### src/rtl/wll_fifo_gen2.sv
// wll_fifo_gen2: single-clock first-word-fall-through FIFO with count, threshold flags,
// overflow/underflow pulses, soft clear via en and optional overwrite-oldest on full.
module wll_fifo_gen2 #(
    parameter int DATA_WIDTH = 8,
    parameter int ADDR_WIDTH = 2,
    parameter bit OVERWRITE  = 1'b1,
    parameter int AF_LEVEL   = (1 << ADDR_WIDTH) - 1,
    parameter int AE_LEVEL   = 1
) (
    input  logic                  clk,
    input  logic                  rst_n,
    input  logic                  en,
    input  logic                  wr_en,
    input  logic [DATA_WIDTH-1:0] data_in,
    input  logic                  rd_en,
    output logic [DATA_WIDTH-1:0] data_out,
    output logic                  empty,
    output logic                  full,
    output logic                  almost_full,
    output logic                  almost_empty,
    output logic [ADDR_WIDTH:0]   count,
    output logic                  overflow,
    output logic                  underflow
);
    localparam int DEPTH = 1 << ADDR_WIDTH;
    localparam logic [ADDR_WIDTH:0] FULL_CNT = DEPTH[ADDR_WIDTH:0];
    localparam logic [ADDR_WIDTH:0] AF_CNT = AF_LEVEL[ADDR_WIDTH:0];
    localparam logic [ADDR_WIDTH:0] AE_CNT = AE_LEVEL[ADDR_WIDTH:0];

    logic [DATA_WIDTH-1:0] mem [DEPTH];
    logic [ADDR_WIDTH-1:0] wr_ptr, rd_ptr;
    logic                  wr_ok, rd_ok, drop_old, rd_adv;

    assign empty        = count == '0;
    assign full         = count == FULL_CNT;
    assign almost_full  = count >= AF_CNT;
    assign almost_empty = count <= AE_CNT;
    assign data_out     = mem[rd_ptr];

    // A read alongside a write-when-full frees the slot, so the write is always taken then.
    assign rd_ok    = rd_en && !empty;
    assign drop_old = OVERWRITE && wr_en && full && !rd_en;
    assign wr_ok    = wr_en && (!full || rd_en || OVERWRITE);
    assign rd_adv   = rd_ok || drop_old;

    always_ff @(posedge clk) begin
        if (!rst_n || !en) begin
            wr_ptr    <= '0;
            rd_ptr    <= '0;
            count     <= '0;
            overflow  <= 1'b0;
            underflow <= 1'b0;
        end else begin
            if (wr_ok) wr_ptr <= wr_ptr + 1'b1;
            if (rd_adv) rd_ptr <= rd_ptr + 1'b1;
            count     <= (wr_ok && !rd_adv) ? count + 1'b1 :
                         (rd_adv && !wr_ok) ? count - 1'b1 : count;
            overflow  <= wr_en && full && !rd_en;
            underflow <= rd_en && empty;
        end
    end

    always_ff @(posedge clk) begin
        if (rst_n && en && wr_ok) mem[wr_ptr] <= data_in;
    end
endmodule

### config.mk
export PLATFORM = sky130hd
export DESIGN_NAME = wll_fifo_gen2
export DESIGN_NICKNAME = d
export VERILOG_FILES = /design/src/rtl/wll_fifo_gen2.sv
export SDC_FILE = /design/constraint.sdc
export NUM_CORES = 1
export LEC_CHECK = 0
export CAP_MARGIN = 40
export CORE_ASPECT_RATIO = 2
export CORE_MARGIN = 2
export CORE_UTILIZATION = 35
export DETAILED_ROUTE_END_ITERATION = 10
export PLACE_DENSITY_LB_ADDON = 0.05
export SLEW_MARGIN = 20
export SYNTH_ARGS = -nofsm -noshare
export SYNTH_HDL_FRONTEND = slang
export SYNTH_SLANG_ARGS = --single-unit
### constraint.sdc
create_clock -name clk -period 1.9 [get_ports clk]
set_input_delay 0.475 -clock clk [delete_from_list [all_inputs] [get_ports clk]]
set_output_delay 0.475 -clock clk [all_outputs]
set_load 0.01 [all_outputs]
After elaboration in Yosys (flattened, before gate mapping)
Memory sizes are Yosys's and may differ from the RTL's. A register that Yosys moved wholly into a read port is not among the register bits. Index checks and enable logic that the tools add are counted.

Add/subtract/negate cells: 4. Order comparisons: 2. Equality and inequality tests: 1. Multiplexer cells: 6. Reductions and logical operators: 18.

Operators by type and width (count): $logic_and 1x1->1 (8); $logic_not 1->1 (6); $mux 3 (2); $add 2x1->2 const B (2); $mux 2 (2); $add 3x1->3 const B (1); $eq 3x3->1 const B (1); $ge 3x2->1 const B (1); $le 3x1->1 const B (1); $logic_not 3->1 (1); $sub 3x1->3 const B (1); $logic_or 1x1->1 (2); $mux 1 (2); $reduce_bool 2->1 (1).

Bits in registers: 9. RAM bits: 32. Bits of input ports: 13. Output and inout bits: 17. Word-level logic and storage cells: 37. Memories kept: 1.

Memories: mem (depth 4, bits a word 8, read ports 1, clocked after memory_dff 1, wr ports 1, RTL line 30) `logic [DATA_WIDTH-1:0] mem [DEPTH];`.

Logic depth before layout (Yosys ltp)
Depth after elaboration: 7. Gate-level depth with buffers: 8. Mapped depth without buffers: 8.

Least setup slack after synthesis
Ideal clock, no wire load.

Path type: flip-flop to flip-flop. Start point: reg count[0]. End point: reg count[2]. Library setup time: 0.070 ns. Data arrival time: 2.038 ns. Required time: 1.830 ns. Slack: -0.209 ns. Cell stages (with the launch flop): 9. Path buffers: 0. Clock period less this slack: 2.109 ns. Cells stage by stage: dfxtp_1 -> inv_1 -> ha_1 -> nor2b_2 -> or2_2 -> ha_1 -> nor4b_1 -> nor2_1 -> a21oi_1.

Word-level cells in the longest chain between the ends: 7. Elaborated cells between the ends (all ways): 15. Those cells by class: add/sub: 2; eq/ne: 1; mux: 2; reduce/logical: 10.

RTL lines: from (decl) (RTL line 21) `output logic [ADDR_WIDTH:0] count,`; from (signal assigned) (RTL line 56) `count <= (wr_ok && !rd_adv) ? count + 1'b1 :`; $logic_not 3->1 * (RTL line 34) `assign empty = count == '0;`; net empty (RTL line 17) `output logic empty,`; $logic_not 1->1 * (RTL line 41) `assign rd_ok = rd_en && !empty;`; $logic_and 1x1->1 * (RTL line 41); $logic_or 1x1->1 * (RTL line 44) `assign rd_adv = rd_ok || drop_old;`; $logic_not 1->1 (RTL line 56); $logic_and 1x1->1 (RTL line 56); $mux 3 / $reduce_bool 2->1 (equally long branches).

The timed path passes the listed nets; every way through them passes the cells marked *. The select of a mux whose other input is x is not followed. A chain may end at the register's enable or synchronous reset.

==> results.yml <==
status:
  status: "finished, violations left"
  violations: "negative setup slack"
sta:
  setup_tns_ns: -0.00702
  worstMarginPinSlew_ns: 0.303
  period_share: 1.00
  fin_crit_ns: 1.90
  rsz0062_at_grt: "true"
  hold_slack_ns: 0.496
  timing.final.setup_violations: 2
  finClkSkew_ns: 0.00552
  relSlewSlack: 0.797
  hold_viol_final: 0
  finalMaxSlewViolations: 0
  fmax_mhz: 525
  fin_ws_ns: -0.00378
drt:
  avgRoutedWirePerCell_um: 16.3
  antenna_left: 0
  drc: 0
  drtPass1Iterations: 3
  initialDrtViolationCount: 21
  drt-vias-per-instance: 4.81
  wirelength_um: 3480
  vias: 1025
worst_hold_path:
  hold_start: "rd_ptr[1]"
  hold_depth: 2
  min_to: "rd_ptr[1]"
  hp-class: "flop to flop"
logic_synthesis:
  avgSynthCellArea_um2: 16.3
  seq_area_frac_synth: 0.672
  syn_nets: 131
  synth.cell_area_um2: 1760
  syn_inst: 108
  synth_cell_types: 26
  synth_seq_cells: 43
  yosys_warnings: 0
cts:
  clockBufferDepth: 2
  htreeDepth: 2
  root_buffer: "clkbuf_8"
  cts_buffers: 5
  clock_sinks: 43
  cts_tree: "built"
  clock_latency_ns: 0.29
  clk_pin_slew_ns: 0.08
setup_path:
  worst-path-buf-inv: 2
  critPathTopFamily: "multiplexers"
  worstReg2RegEnd: "count[2]"
  end_kind: "output port"
  r2r_slack_ns: 0.03
  startpoint_type: "flop"
  worstSetupPathType: "flop to output port"
  reg2reg_depth: 8
  cpPeakStageDelay_ns: 0.51
  cp.required_ns: 1.42
  rr_startpoint: "count[1]"
  arrival_ns: 1.43
  crit_path_cell_trace: "buf_12, mux4_2, buf_6"
  slowest_stage: "mux4_2"
  crit_fanout: 8
placement:
  port_buffers: 29
  pre_cts_ws_ns: -0.208
  postPlaceCellArea_um2: 2290
  place_congestion: 0.659
  hpwl_um: 2630
  placed_cells: 204
die:
  core_area_um2: 4860
  die_w_um: 54.1
  start_util: 0.361
  fp.dieArea_um2: 5640
  pin_count: 30
  die_height_um: 104
  rows: 36
layout:
  fin_nets: 178
  antenna_cells: 0
  final_cells: 213
  syn_to_final_growth_pct: 38.9
  seqCellArea_um2: 1190
  layout_commonest_cell: "edfxtp_1"
  design_area_um2: 2440
  drive_above_1_share: 0.340
  layout_common_cells: "edfxtp_1, clkdlybuf4s50_1, buf_4"
  fillers: 434
  multiInputGateArea_um2: 573
  fin_util: 0.502
grt:
  grt_first_pass_wirelength_um: 5510
  grt_max_degree: 15
  overflow: 0
  grt_usage: 0.140
  antenna_found_initial: 0
  grt_pass1_vias: 1179
power_and_ir_drop:
  power.density_nw_per_um2: 920
  cellLeakagePower_nw: 0.887
  finalPower_mw: 2.25
  peakVddDrop_mv: 0.840
run:
  maxCapViolCount: 0
## worst min-delay path: cells and delay by family, from the launching register on
kind | cells | cell delay, ns
AOI/OAI and AO/OA | 2 | 0.13
DFF | 1 | 0.32
## layer usage
layer,share of wire,track usage,vias up,wire length (µm)
met5,0,0,-,0
met2,0.60,0.266,29,2080
met4,0.019,0.0589,0,67
li1,-,-,499,-
met1,0.33,0.126,492,1150
met3,0.049,0.0359,5,172
## timing repair
action / in CTS / in global routing
setup endpoints to repair: 13 / 12
setup buffers: 0 / 1
gates resized for setup: 47 / 11
hold buffers: 0 / 0
## synth_stat cells
| cell | n | area [µm²] |
|---|---|---|
| nor3b_1 | 1 | 7.51 |
| or3_1 | 1 | 6.26 |
| or4_1 | 1 | 7.51 |
| mux4_2 | 8 | 180 |
| dfxtp_1 | 11 | 220 |
| o31ai_1 | 1 | 7.51 |
| and2_1 | 1 | 6.26 |
| ha_1 | 10 | 125 |
| and3_1 | 4 | 25.0 |
| xor2_1 | 1 | 8.76 |
| xnor2_1 | 2 | 17.5 |
| nand2_1 | 1 | 3.75 |
| nor2b_2 | 1 | 8.76 |
| a21oi_1 | 6 | 30.0 |
| buf_1 | 1 | 3.75 |
| mux2i_1 | 2 | 20.0 |
| nor4b_1 | 1 | 8.76 |
| edfxtp_1 | 32 | 961 |
| and2_2 | 1 | 7.51 |
| or2_2 | 1 | 6.26 |
| and4b_1 | 1 | 10.0 |
| nor2_1 | 8 | 30.0 |
| and3_2 | 1 | 7.51 |
| buf_2 | 2 | 10.0 |
| inv_1 | 6 | 22.5 |
| o21ai_0 | 3 | 15.0 |
## cell type report
cell class	count	area share
Clock buffer	5	0.0282
Clock inverter	3	0.0277
Inverter	6	0.00923
Multi-Input combinational cell	56	0.235
Sequential cell	43	0.488
Tap cell	57	0.0292
Timing Repair Buffer	43	0.183
## where the power goes
| part | internal [mW] | total [mW] | switching [mW] |
|---|---|---|---|
| registers | 1.03 | 1.04 | 0.0124 |
| logic | 0.206 | 0.371 | 0.165 |
| clock network | 0.524 | 0.833 | 0.309 |
| total | 1.76 | 2.25 | 0.486 |
## registers in the layout, summed over array words and instances (netlist names), named ones only
name,cells
wr_ptr,2
rd_ptr,2
overflow,1
mem,32
count,3
underflow,1
## cell families (layout without fill, tap and decap cells)
| kind of cell | Yosys count | after routing | synth area share |
|---|---|---|---|
| flip-flops | 43 | 43 | 0.672 |
| AND/OR/NAND/NOR | 23 | 23 | 0.0769 |
| adder cells (fa/ha/maj) | 10 | 10 | 0.0712 |
| AO/OA/AOI/OAI | 10 | 10 | 0.0299 |
| multiplexers | 10 | 10 | 0.114 |
| buffers and inverters | 9 | 57 | 0.0207 |
| XOR/XNOR | 3 | 3 | 0.0150 |
## worst max path at each step
| stage | from | to | slack, ns | cells after the start |
|---|---|---|---|---|
| after floorplan | count[0] | count[2] | 0.03 | 8 |
| after global placement | wr_en | count[2] | -0.16 | 7 |
| after detailed placement | wr_en | count[2] | -0.21 | 7 |
| after CTS | flop | data_out[3] | -0.03 | 3 |
| after global routing | count[1] | count[2] | -0.06 | 8 |
| final | flop | data_out[3] | -0.004 | 3 |
No activity file was read; power rests on OpenSTA's default activity.
